`src/rtl/psum_fifo.sv`:
```
// Partial-sum FIFO between the PE array and the adder tree, delivering words in reduction groups.
// Optional macro PSUM_FIFO_BURST_EN: wait for a full group before presenting any word.
module psum_fifo #(
  parameter int unsigned WIDTH = 16,
  parameter int unsigned DEPTH = 16,
  parameter int unsigned GROUP = 8
) (
  input  logic                     clk,
  input  logic                     reset,
  input  logic                     wr_en,
  input  logic [WIDTH-1:0]         wr_data,
  input  logic                     rd_ready,
  output logic [WIDTH-1:0]         fifo_out,
  output logic                     out_valid,
  output logic                     full,
  output logic                     empty,
  output logic [$clog2(DEPTH):0]   count,
  output logic                     overflow,
  output logic                     group_done
);

  localparam int unsigned PW = $clog2(DEPTH);
  localparam int unsigned CW = $clog2(DEPTH) + 1;
  localparam int unsigned BW = (GROUP > 1) ? $clog2(GROUP) : 1;

  typedef enum logic {StIdle, StBurst} state_e;

  state_e          state_q;
  logic [WIDTH-1:0] mem [DEPTH];
  logic [PW-1:0]   wr_ptr_q, rd_ptr_q;
  logic [CW-1:0]   count_q, count_d;
  logic [BW-1:0]   beat_q;
  logic            overflow_q, group_done_q;
  logic            wr_acc, pop, last_beat, enter_burst;

  always_comb begin
    wr_acc    = wr_en && !full;
    pop       = out_valid && rd_ready;
    last_beat = pop && (beat_q == BW'(GROUP - 1));
    count_d   = count_q;
    case ({wr_acc, pop})
      2'b10:   count_d = count_q + CW'(1);
      2'b01:   count_d = count_q - CW'(1);
      default: count_d = count_q;
    endcase
    // Entry looks at next-state count so a word written at edge N is presented right after it.
`ifdef PSUM_FIFO_BURST_EN
    enter_burst = (count_d >= CW'(GROUP));
`else
    enter_burst = (count_d != '0);
`endif
  end

  always_ff @(posedge clk) begin
    if (wr_acc) mem[wr_ptr_q] <= wr_data;
  end

  always_ff @(posedge clk or posedge reset) begin
    if (reset) begin
      state_q      <= StIdle;
      wr_ptr_q     <= '0;
      rd_ptr_q     <= '0;
      count_q      <= '0;
      beat_q       <= '0;
      overflow_q   <= 1'b0;
      group_done_q <= 1'b0;
    end else begin
      if (wr_acc) wr_ptr_q <= wr_ptr_q + PW'(1);
      if (pop)    rd_ptr_q <= rd_ptr_q + PW'(1);
      count_q <= count_d;
      if (wr_en && full) overflow_q <= 1'b1;
      group_done_q <= last_beat;
      if (pop) beat_q <= last_beat ? '0 : beat_q + BW'(1);
      case (state_q)
        StIdle:  if (enter_burst) state_q <= StBurst;
        StBurst: if (last_beat || count_d == '0) state_q <= StIdle;
        default: state_q <= StIdle;
      endcase
    end
  end

  always_comb begin
    out_valid  = (state_q == StBurst);
    fifo_out   = out_valid ? mem[rd_ptr_q] : '0;
    full       = (count_q == CW'(DEPTH));
    empty      = (count_q == '0);
    count      = count_q;
    overflow   = overflow_q;
    group_done = group_done_q;
  end

endmodule
```
`config.mk`:
```
export PLATFORM = sky130hd
export DESIGN_NAME = psum_fifo
export DESIGN_NICKNAME = d
export VERILOG_FILES = /design/src/rtl/psum_fifo.sv
export SDC_FILE = /design/constraint.sdc
export NUM_CORES = 1
export LEC_CHECK = 0
export ABC_AREA = 1
export CORE_MARGIN = 10
export CORE_UTILIZATION = 35
export CTS_CLUSTER_SIZE = 12
export DETAILED_ROUTE_END_ITERATION = 10
export GPL_TIMING_DRIVEN = 0
export PLACE_DENSITY = 0.56
export SYNTH_ARGS = -nofsm -noshare
export SYNTH_HDL_FRONTEND = slang
export SYNTH_SLANG_ARGS = --single-unit
export TNS_END_PERCENT = 1
```
`constraint.sdc`:
```
create_clock -name clk -period 3.7 [get_ports clk]
set_input_delay 1.11 -clock clk [delete_from_list [all_inputs] [get_ports clk]]
set_output_delay 1.11 -clock clk [all_outputs]
set_load 0.02 [all_outputs]
```
======== After elaboration in Yosys (flattened, before gate mapping) ========
Memories as Yosys holds them, arrays and structs flattened.
Index checks and enable logic that the tools add are counted.
W data, S select, Z words.
word-level totals
  register bits ........................... 19
  bits in writable memories ............... 256
  input bits .............................. 20
  output and inout bits ................... 26
  word-level logic and storage cells ...... 35
  memories ................................ 1
memory list
  memory  depth  bits a word  rd ports  clocked after memory_dff  write ports  RTL line  text
  mem     16     16           1         0                         1            29        logic [WIDTH-1:0] mem [DEPTH];
cells by class
  add/subtract/negate cells ............... 5
  eq/ne operators ......................... 4
  muxes and demuxes ....................... 8
  bitwise gates (word level) .............. 1
  reduce and logical (&&, ||, !) cells .... 9
operators by type and width
  operator               count
  $mux W16               1
  $logic_not A5 Y1       2
  $pmux W5 S2            1
  $add A4 B1 Y4 const B  2
  $add A5 B1 Y5 const B  1
  $eq A5 B5 Y1 const B   1
  $reduce_bool A5 Y1     1
  $sub A5 B1 Y5 const B  1
  $logic_and A1 B1 Y1    4
  $mux W1                4
  $add A3 B1 Y3 const B  1
  $eq A3 B3 Y1 const B   1
  $mux W3                1
  $eq A2 B1 Y1 const B   1
  $eq A2 B2 Y1 const B   1
  $pmux W1 S2            1
  $logic_not A1 Y1       1
  $logic_or A1 B1 Y1     1
  $not A1 Y1             1

======== Longest topological paths before layout ========
Gate-level depths: netlist (run 1).
  word-level depth ........................ 9
  mapped depth ............................ 18
  gate-level depth less buffers ........... 18

======== Worst setup path before layout (run 1) ========
No wires, ideal clock.
  kind .................................... input to register
  from .................................... input rd_ready
  to ...................................... register state_q, in the netlist out_valid
  library setup time ...................... 0.120 ns
  arrival ................................. 2.743 ns
  required time ........................... 3.580 ns
  path slack .............................. 0.837 ns
  cell stages on the path ................. 13
  path buffers ............................ 0
  cell sequence ........................... nand2_1 > clkinv_1 > ha_1 > nand2_1 > inv_1 > nor2_1 > ha_1 > o21ai_0 > nand2_1 > nor2_1 > nand3_1 > nor2_1 > nor2_1
on the way
  longest elaborated chain between the ends .. 7
  elaborated cells on any way between the ends .. 11
  classes of those cells .................. eq/ne: 2; mux: 4; reduce/logical: 5
RTL lines
  what                                                 RTL line  text
  from (decl)                                          12        input logic rd_ready,
  $logic_and A1 B1 Y1 (*)                              38        pop = out_valid && rd_ready;
  net pop                                              34        logic wr_acc, pop, last_beat, enter_burst;
  $eq A2 B1 Y1 / $eq A2 B2 Y1 (equally long branches)  41        case ({wr_acc, pop})
  $pmux W5 S2                                          41
  $logic_not A5 Y1                                     76        StBurst: if (last_beat || count_d == '0) state_q <= StIdle;
  $logic_or A1 B1 Y1                                   76
  $mux W1                                              76
  $pmux W1 S2 (*)                                      74        case (state_q)
  to (signal assigned)                                 75        StIdle: if (enter_burst) state_q <= StBurst;
  to (signal assigned)                                 76
  to (signal assigned)                                 77        default: state_q <= StIdle;
  to (decl)                                            28        state_e state_q;
Mark *: on every way through the listed nets, which the timed path passes. The rest lies on a longest branch.
A chain may end at the register's enable or synchronous reset.

======== Worst setup path in the final report (run 1) ========
  from .................................... register rd_ptr_q[1]
  to ...................................... output fifo_out[11]
on the way
  longest elaborated chain between the ends .. 2
RTL lines
  what                    RTL line  text
  from (decl)             30        logic [PW-1:0] wr_ptr_q, rd_ptr_q;
  from (signal assigned)  69        if (pop) rd_ptr_q <= rd_ptr_q + PW'(1);
  $mem_v2 Z16 W16         n/a
  $mux W16                84        fifo_out = out_valid ? mem[rd_ptr_q] : '0;
  to (decl)               13        output logic [WIDTH-1:0] fifo_out,
No other way between the ends.

==> qor.txt, run 1 <==
Max Fanout on Critical Path - 10
Horiz. Die Dim - 199 um
ANT cells - 0
Max stage delay cell, worst path - dfrtp_1
CTS H-tree lvls - 1
Slew @ Worst Pin - 1.05 ns
RSZ-0062 raised after global routing - yes
Fin. Hold Viols - 0
Final HPWL DP - 22300 um
vias in the first global route - 7212
worst clock skew - 0.0166 ns
register area share after synthesis - 72.5%
CTS tree - built
buffers added on ports - 45
leakage power - 4.58 nW
Net count, final - 1006
total of warnings raised by yosys - 0
final setup fails - 3
worst-case clock buffer depth - 3
Setup crit end kind - primary output
clock sink total - 275
most frequent cells in the layout - edfxtp_1 (256), nor2_1 (184), o21ai_0 (128)
Clk network pwr share - 23.9%
net switching power - 0.00453 W
drt drc - 0
Critical Path Source Type - flop
Placed Area - 12500 um2
drt wl/cell - 23.2 um
CP delay by family, top - buffers and inverters
first-pass GRT wire length - 47500 um
VDD IR-drop max - 0.380 mV
FP Rows - 65
#FFs+latches synth - 275
Starting Density - 35.6%
Slew headroom - 29.3%
Finished Core Util - 42.7%
Tcrit/Tclk final - 100%
Hold Path Class - reg2reg
1st-iter DRT viols - 724
Peak Freq - 270 MHz
clk root buf - clkbuf_16
syn nets - 912
antenna violations before repair - 0
Synth Cell Area - 11300 um2
critical path arrival - 2.60 ns
slowest stage delay, CP - 0.38 ns
I/O pin count - 46
critical-path cell list - buf_6 > clkbuf_2 > o21ai_0 > o221ai_2 > nand3_2 > a21oi_2 > clkdlybuf4s15_2
total core area - 31600 um2
Netlist cell types - 35
sequential share of power - 34.4%
Global Route Usage Sum - 16.3%
via-per-instance ratio - 5.34
commonest non-fill, non-tap cell in the layout - edfxtp_1
Slew Limit Fails - 0
setup tns final - -0.0213 ns
clock-pin slew on the worst setup and hold paths - 0.06 ns
Post-CTS Setup Inserts - 0
share of cells above drive strength 1 - 15.8%
pre-CTS setup slack - -0.222 ns
gp weighted congestion - 0.848
required time worst endpoint - 2.59 ns
Area growth syn-to-layout - 19.9%
via count - 7478
final setup margin - -0.00925 ns
aggregate global routing overflow - 0
Final min period - 3.71 ns
number of buffers and inverters on the critical path - 3
Post-DRT Antenna Nets - 0
failing checks - negative setup slack
Routed WL - 32500 um
1st-pass router iterations - 6
Switching Share - 39.7%
Pint - 0.00689 W
design area - 13500 um2
mean post-synth cell area - 12.8 um2
post-synthesis cell count - 881
CP Class - reg2out
Final Total Pwr - 0.0114 W
DIE AREA - 39800 um2
pin count of the biggest net entering global routing - 20
Pwr Density - 845 nW/um2
TritonCTS buffer count - 30
status - complete, but fails checks
Max-Cap Viols - 0
Comb pwr share - 41.6%
clock latency on the worst-skew pair - 0.54 ns
die height - 199 um
Post-CTS Hold Buffers - 0
-- repair_timing --
item                                    4_1_cts  5_1_grt
endpoints found under the setup margin       16       16
pin swaps                                     2        8
gates resized for setup                      54       42
-- path summary, 6_finish.rpt --
| check | cells after the start | start | slack, ns | to |
|---|---|---|---|---|
| max | 7 | rd_ptr_q[1]$_DFFE_PP0P_ | -0.009 | fifo_out[11] |
| min | 1 | overflow$_DFFE_PP0P_ | 0.47 | overflow$_DFFE_PP0P_ |
| max reg2reg | 14 | count[2]$_DFF_PP0_ | 0.96 | out_valid$_DFF_PP0_ |
| min reg2reg | 1 | overflow$_DFFE_PP0P_ | 0.47 | overflow$_DFFE_PP0P_ |
| max in group asynchronous | 2 | reset | 2.05 | rd_ptr_q[0]$_DFFE_PP0P_ |
| min in group asynchronous | 2 | reset | 1.06 | rd_ptr_q[2]$_DFFE_PP0P_ |
-- flip-flops by register name, summed over array words and instances, names as in the netlist --
signal and count:
beat_q 3, count 5, group_done 1, mem 256
out_valid 1, overflow 1, rd_ptr_q 4, wr_ptr_q 4
-- power by group through the flow --
stage                     clock network, W  registers (W)  logic (W)
final                              0.00273        0.00393    0.00475
after global routing               0.00291        0.00396    0.00513
after CTS                          0.00276        0.00393    0.00473
after detailed placement                 0        0.00399    0.00474
after global placement                   0        0.00400    0.00459
after floorplan                          0        0.00400    0.00263
-- routing by layer --
metal / track usage (%) / part of all wire, % / wire [um]
met2: 26.7 / 47 / 15400
met5: 0 / 0 / 0
met3: 2.41 / 7.9 / 2570
met4: 5.19 / 3.0 / 966
met1: 21.7 / 42 / 13600
-- stage by stage --
stage | std cells | hold slack, ns
3_3_place_gp | 1328 | 0.454
2_1_floorplan | 881 | 0.453
4_1_cts | 1400 | 0.481
3_5_place_dp | 1345 | 0.463
5_1_grt | 1400 | 0.501
6_report | 1400 | 0.473
-- final cells by class --
type                    count  area, um2
inverters                  27        104
clock buffers              39        806
multi-input cells         526       2760
flip-flops and latches    275       8160
well taps                 402        503
clock inverters            16       95.1
fillers                  2917      18100
plain buffers              53        388
repair buffers             62        681
-- synth_stat cells --
library cell  number  area share, %
buf_2             15           0.67
ha_1              11            1.2
a31o_2             1          0.078
nand2_4            1           0.10
xor2_2             1           0.14
clkbuf_2           1          0.044
a21oi_1           16           0.71
nor3_1             2          0.089
buf_4              6           0.40
xnor2_1            1          0.078
clkinv_1           2          0.067
o21bai_1           1          0.067
clkbuf_1          17           0.57
nand2_1           45            1.5
buf_6             10            1.0
nand3_1           21           0.93
inv_2              3           0.10
xor2_1             6           0.47
nand4_1            1          0.056
or2_2              1          0.056
dfrtp_1           19            4.2
nor2_1           198            6.6
buf_8              2           0.27
o21ai_1           17           0.76
o211ai_1          49            3.3
nor4_2             1           0.11
o21ai_0          135            6.0
buf_1              2          0.067
inv_4              1          0.056
o221ai_1          15            1.2
nand3b_1           1          0.067
edfxtp_1         256             68
nand2_2            1          0.056
inv_1             21           0.70
o21a_1             1          0.067
-- cell families after synthesis --
| group | count (synthesis) | synth area share, % |
|---|---|---|
| AOI/OAI and AO/OA | 235 | 12.1 |
| and+or+nand+nor | 272 | 9.57 |
| xor gates and xnor gates | 8 | 0.689 |
| buffers and inverters | 80 | 3.93 |
| DFF | 275 | 72.5 |
| adders and majority gates | 11 | 1.22 |
Power figures use the tool's default switching activity.
==> run 2, diff against run 1 <==
--- a/config.mk
+++ b/config.mk
@@ -6,10 +6,12 @@
 export NUM_CORES = 1
 export LEC_CHECK = 0
 export ABC_AREA = 1
+export CORE_ASPECT_RATIO = 0.7
 export CORE_MARGIN = 10
 export CORE_UTILIZATION = 35
 export CTS_CLUSTER_SIZE = 12
 export DETAILED_ROUTE_END_ITERATION = 10
+export GPL_ROUTABILITY_DRIVEN = 0
 export GPL_TIMING_DRIVEN = 0
 export PLACE_DENSITY = 0.56
 export SYNTH_ARGS = -nofsm -noshare
==> run 2 against run 1 <==
The flow now finishes without violations. Clock power shrank 8.4%. Worst setup slack better by 0.016 ns. Cell area unchanged. Sequential power barely moved. Flip-flop and latch count is the same. Worst hold slack improved by 0.015 ns. Sequential share of layout area is the same. Combinational power increased by 4.8%. Wire length increased by 3.8%. Via count is 1.9% higher. First-iteration DRC count is 38% higher. Largest power group unchanged.
==> qor.txt, run 2 (synthesis gave the netlist of run 1 again) <==
Finished Core Util - 43.0%
critical-path cell list - buf_6 > inv_4 > clkbuf_2 > o21ai_0 > o221ai_1 > nand3_1 > a21oi_1 > clkdlybuf4s15_1
slowest stage delay, CP - 0.40 ns
pin count of the biggest net entering global routing - 20
VDD IR-drop max - 0.427 mV
Setup crit end kind - primary output
final setup fails - 0
clock sink total - 275
clock-pin slew on the worst setup and hold paths - 0.06 ns
drt drc - 0
Routed WL - 33800 um
1st-pass router iterations - 5
leakage power - 4.56 nW
die height - 170 um
total core area - 31400 um2
via-per-instance ratio - 5.39
Net count, final - 1009
Area growth syn-to-layout - 19.9%
Final min period - 3.69 ns
Peak Freq - 271 MHz
drt wl/cell - 23.9 um
first-pass GRT wire length - 49200 um
Max-Cap Viols - 0
Post-DRT Antenna Nets - 0
aggregate global routing overflow - 0
vias in the first global route - 7104
CP delay by family, top - buffers and inverters
RSZ-0062 raised after global routing - yes
via count - 7621
clk root buf - clkbuf_16
largest register by flop count - mem
Horiz. Die Dim - 234 um
commonest non-fill, non-tap cell in the layout - edfxtp_1
FILL cells - 2921
Tcrit/Tclk final - 99.8%
Hold Path Class - reg2reg
1st-iter DRT viols - 996
share of cells above drive strength 1 - 14.5%
clock latency on the worst-skew pair - 0.54 ns
Max Fanout on Critical Path - 10
TritonCTS buffer count - 27
buffers added on ports - 45
Critical Path Source Type - flop
Slew headroom - 39.3%
Fin. Hold Viols - 0
FP Rows - 54
number of buffers and inverters on the critical path - 4
CP Class - reg2out
worst-case clock buffer depth - 3
status - finished clean
Pwr Density - 844 nW/um2
CTS tree - built
critical path arrival - 2.58 ns
Largest register FFs - 256
Starting Density - 35.8%
Final HPWL DP - 22800 um
DIE AREA - 39900 um2
I/O pin count - 46
most frequent cells in the layout - edfxtp_1 (256), nor2_1 (184), o21ai_0 (133)
antenna violations before repair - 0
Global Route Usage Sum - 16.9%
Hold Slack - 0.489 ns
Slew Limit Fails - 0
Post-CTS Hold Buffers - 0
worst clock skew - 0.00492 ns
Slew @ Worst Pin - 0.911 ns
Max stage delay cell, worst path - dfrtp_1
CTS H-tree lvls - 1
required time worst endpoint - 2.59 ns
[run 2: cell types whose count changed in the layout (fill, tap and decap cells not counted), sizes merged]
cell | before | now
buf | 47 | 60
clkinv | 17 | 4
clkbuf | 72 | 62
clkdlybuf4s15 | 3 | 6
dlygate4sd2 | 3 | 5
bufinv | 1 | 0
diode | 0 | 1
[run 2: repair_timing]
action / 4_1_cts / 5_1_grt
gates resized for setup: 56 / 39
pin swaps: 3 / 7
setup buffers: 0 / 5
setup endpoints to repair: 16 / 16
[run 2: layout make-up]
cell class	count	area (um2)	share of cell area, %
Buffer	53	433	3.21
Clock inverter	2	7.51	0.0556
Sequential cell	275	8160	60.5
Multi-Input combinational cell	526	2720	20.2
Timing Repair Buffer	68	796	5.89
Antenna cell	1	2.50	0.0185
Tap cell	420	526	3.89
Clock buffer	41	748	5.54
Inverter	27	104	0.769
[run 2: metrics by stage]
stage | total power, W | TNS, ns | instances | setup slack (ns) | instance area (um2)
3_3_place_gp | 0.00865 | -110.21 | 1346 | -1.23 | 12200
3_5_place_dp | 0.00880 | -0.550 | 1364 | -0.121 | 12600
4_1_cts | 0.0112 | -0.394 | 1407 | -0.151 | 13400
6_report | 0.0114 | 0 | 1413 | 0.00636 | 13500
2_1_floorplan | 0.00664 | 0 | 881 | 0.837 | 11300
5_1_grt | 0.0120 | -0.665 | 1412 | -0.0811 | 13500
[run 2: worst register-to-register path, stage by stage, from the launching register on]
cell,delay [ns]
dfrtp_1,0.46
nor4_2,0.37
nand2_1,0.14
nand2_2,0.20
ha_1,0.35
nand2_1,0.09
inv_1,0.07
nor2_1,0.06
ha_1,0.26
o21ai_0,0.21
nand2_1,0.08
nor2_1,0.13
nand3_1,0.11
nor2_1,0.12
nor2_1,0.06
[run 2: layer usage]
metal | GRT usage (%) | part of all wire (%) | vias to the layer above
met5 | 0 | 0 | -
met2 | 24.3 | 42 | 393
met3 | 4.37 | 11 | 35
li1 | - | - | 3408
met4 | 3.03 | 1.4 | 0
met1 | 25.4 | 46 | 3785
[run 2: final timing paths]
check	endpoint	startpoint	slack, ns	depth (start not counted)
setup / recovery	fifo_out[6]	rd_ptr_q[1]$_DFFE_PP0P_	0.006	8
hold / removal	beat_q[1]$_DFFE_PP0P_	beat_q[1]$_DFFE_PP0P_	0.49	2
setup reg to reg	out_valid$_DFF_PP0_	count[2]$_DFF_PP0_	0.88	14
hold reg to reg	beat_q[1]$_DFFE_PP0P_	beat_q[1]$_DFFE_PP0P_	0.49	2
max in group asynchronous	rd_ptr_q[0]$_DFFE_PP0P_	reset	2.13	2
min in group asynchronous	count[0]$_DFF_PP0_	reset	1.02	2
[run 2: power by group]
part | leakage [nW] | total [W] | switching [W] | internal, W
Clock | 0.364 | 0.00250 | 0.00112 | 0.00137
Sequential | 2.54 | 0.00392 | 0.000148 | 0.00377
Combinational | 1.66 | 0.00498 | 0.00331 | 0.00166
==> run 3, diff against run 2 <==
--- a/config.mk
+++ b/config.mk
@@ -5,7 +5,6 @@
 export SDC_FILE = /design/constraint.sdc
 export NUM_CORES = 1
 export LEC_CHECK = 0
-export ABC_AREA = 1
 export CORE_ASPECT_RATIO = 0.7
 export CORE_MARGIN = 10
 export CORE_UTILIZATION = 35
@@ -17,4 +16,4 @@
 export SYNTH_ARGS = -nofsm -noshare
 export SYNTH_HDL_FRONTEND = slang
 export SYNTH_SLANG_ARGS = --single-unit
-export TNS_END_PERCENT = 1
+export TNS_END_PERCENT = 30
==> run 3 against run 2 <==
The flow now finishes with violations (negative setup slack). Synthesized area fell by 3.6%. Combinational power down 9.0%. Die area shrank 3.2%. Largest cell class unchanged. Largest power group unchanged. Highest routed layer unchanged.
==> qor.txt, run 3 <==
status - complete, but fails checks
failing checks - negative setup slack
VDD IR-drop max - 0.370 mV
critical path arrival - 2.70 ns
Final min period - 3.81 ns
commonest non-fill, non-tap cell in the layout - edfxtp_1
Max stage delay cell, worst path - mux4_2
via-per-instance ratio - 5.09
Setup crit end kind - primary output
sequential share of power - 35.5%
TritonCTS buffer count - 29
Max-Cap Viols - 0
area of the multi-input gates - 2620 um2
drt drc - 0
Clk network pwr share - 23.9%
Post-CTS Hold Buffers - 0
pin count of the biggest net entering global routing - 20
total of warnings raised by yosys - 0
clock-pin slew on the worst setup and hold paths - 0.06 ns
Peak Freq - 262 MHz
CP delay by family, top - multiplexers
Slew Limit Fails - 0
DIE AREA - 38600 um2
largest register by flop count - mem
Cell Count, Final, Fillers Out - 1031
I/O pin count - 46
Final HPWL DP - 16500 um
clk root buf - clkbuf_16
Sequential Area - 8160 um2
register area share after synthesis - 75.2%
Synth top area share - 70.8%
R2R cell count - 15
slowest stage delay, CP - 0.51 ns
Worst path most repeated cell - buf_12
1st-iter DRT viols - 521
Synth top cells by count - edfxtp_1 (256), mux4_2 (80), dfrtp_1 (19), and2_1 (17), nor2_1 (13)
total core area - 30300 um2
CP Class - reg2out
Largest register FFs - 256
Comb pwr share - 40.6%
critical-path cell list - buf_12 > buf_12 > buf_12 > mux4_2 > mux4_2 > and2_4 > buf_6
Starting Density - 35.8%
Max Fanout on Critical Path - 6
die height - 167 um
Pwr Density - 832 nW/um2
required time worst endpoint - 2.59 ns
leading area contributor after synthesis - edfxtp_1
Pint - 0.00774 W
number of buffers and inverters on the critical path - 4
CTS H-tree lvls - 1
Net count, final - 629
ANT cells - 0
asr flop ratio synth - 6.91%
Critical Path Source Type - flop
buffers added on ports - 45
top-count cell post-synth - edfxtp_1
mean post-synth cell area - 22.1 um2
Slew headroom - 32.8%
Netlist cell types - 36
aggregate global routing overflow - 0
Area growth syn-to-layout - 23.5%
final setup margin - -0.113 ns
antenna violations before repair - 0
vias in the first global route - 5557
Synth Cell Area - 10900 um2
Hold Path Class - reg2reg
clock latency on the worst-skew pair - 0.54 ns
#FFs+latches synth - 275
leakage power - 4.41 nW
setup tns final - -1.01 ns
worst-case clock buffer depth - 3
first-pass GRT wire length - 36100 um
FP Rows - 53
critical path depth - 7
Global Route Usage Sum - 12.5%
worst clock skew - 0.0169 ns
Switching Share - 30.6%
post-synthesis cell count - 492
share of cells above drive strength 1 - 35.5%
final setup fails - 16
syn nets - 523
drt wl/cell - 23.7 um
net switching power - 0.00341 W
via count - 5249
dpl cells - 966
RSZ-0062 raised after global routing - yes
Worst Hold Path Cells - 1
Horiz. Die Dim - 231 um
Slew @ Worst Pin - 1.00 ns
clock sink total - 275
Most used DFF post-synth - edfxtp_1
dominant cells by area after synthesis - edfxtp_1 (71%), mux4_2 (17%), dfrtp_1 (4.4%), ha_1 (1.3%), and2_1 (0.98%)
Tcrit/Tclk final - 103%
Fin. Hold Viols - 0
Post-DRT Antenna Nets - 0
CTS tree - built
EDFF count, synth - 256
Routed WL - 24500 um
FILL cells - 2533
1st-pass router iterations - 4
most frequent cells in the layout - edfxtp_1 (256), mux4_2 (80), clkbuf_16 (31)
-- run 3: changes by cell type in the layout (fill, tap and decap cells not counted), moves of 8 or more --
cell      before  now
o21ai_0      133    4
clkbuf_2      14    3
mux4_2         0   80
buf_4         18   10
o21ai_1       19    1
inv_1         21    7
a21oi_1       10    1
nand3_1       21    0
and2_4         0   12
nand2_1       45   12
o221ai_1      15    0
o211ai_1      49    0
nor2_1       184    1
-- run 3: stage by stage --
| stage | hold WS, ns | instance area, um2 | setup WS [ns] | utilization, % | total power (W) |
|---|---|---|---|---|---|
| global route | 0.491 | 13400 | -0.170 | 44.2 | 0.0117 |
| global placement | 0.441 | 11800 | -1.42 | 39.0 | 0.00778 |
| CTS | 0.479 | 13300 | -0.122 | 43.9 | 0.0111 |
| finish | 0.469 | 13400 | -0.113 | 44.2 | 0.0112 |
| floorplan | 0.456 | 10900 | 0.239 | - | 0.00642 |
| detailed placement | 0.462 | 12100 | -0.596 | 40.0 | 0.00798 |
-- run 3: power by group through the flow --
stage	sequential [W]	clock (W)	combinational [W]
2_1_floorplan	0.00401	0	0.00242
3_3_place_gp	0.00401	0	0.00377
3_5_place_dp	0.00401	0	0.00396
5_1_grt	0.00399	0.00288	0.00482
6_report	0.00396	0.00266	0.00453
4_1_cts	0.00396	0.00273	0.00443
-- run 3: layout make-up --
type / instances / area share, %
clock inverters: 6 / 0.401
multi-input cells: 183 / 19.6
flip-flops and latches: 275 / 60.9
clock buffers: 46 / 6.12
inverters: 8 / 0.243
well taps: 412 / 3.85
repair buffers: 75 / 7.15
plain buffers: 26 / 1.76
-- run 3: cell families (layout without fill, tap and decap cells) --
| logic type | count (synthesis) | count (layout) | synth area share, % |
|---|---|---|---|
| mux | 83 | 83 | 16.9 |
| compound gates | 13 | 13 | 0.807 |
| simple gates | 64 | 64 | 3.26 |
| xor+xnor | 12 | 12 | 0.968 |
| buf+inv | 34 | 161 | 1.60 |
| fa+ha+maj | 11 | 11 | 1.27 |
| flops | 275 | 275 | 75.2 |
-- run 3: timing repair --
| action | in CTS | in global routing |
|---|---|---|
| pin swaps | 0 | 2 |
| cloned | 4 | 1 |
| setup endpoints to repair | 17 | 17 |
| buffers inserted | 7 | 1 |
| resized for setup | 126 | 23 |
-- run 3: path summary, 6_finish.rpt --
path | from | endpoint | slack, ns
worst min register to register | overflow$_DFFE_PP0P_ | overflow$_DFFE_PP0P_ | 0.47
min in group asynchronous | reset | count[4]$_DFF_PP0_ | 1.04
worst max register to register | count[1]$_DFF_PP0_ | out_valid$_DFF_PP0_ | 0.19
worst max-delay path | rd_ptr_q[0]$_DFFE_PP0P_ | fifo_out[1] | -0.11
worst min-delay path | overflow$_DFFE_PP0P_ | overflow$_DFFE_PP0P_ | 0.47
max in group asynchronous | reset | rd_ptr_q[0]$_DFFE_PP0P_ | 2.11
-- run 3: worst reg2reg max path, stage by stage (launching register included) --
cell and delay [ns]:
dfrtp_1 0.37, clkbuf_2 0.19, nor4_4 0.27, nand2_1 0.10
and2_1 0.16, clkbuf_4 0.17, inv_1 0.09, ha_1 0.23
clkbuf_4 0.23, xor2_1 0.17, ha_2 0.24, a21boi_0 0.19
o32ai_1 0.13, nor4b_2 0.29, xnor2_1 0.14, o41a_1 0.43
-- run 3: per-layer routing --
metal  up-vias  track usage (%)  wire length (um)
met1      2815             17.4             11300
met4         0             3.42               480
met3        38             2.30              1230
li1       2251                -                 -
met2       145             19.8             11500
met5         -                0                 0
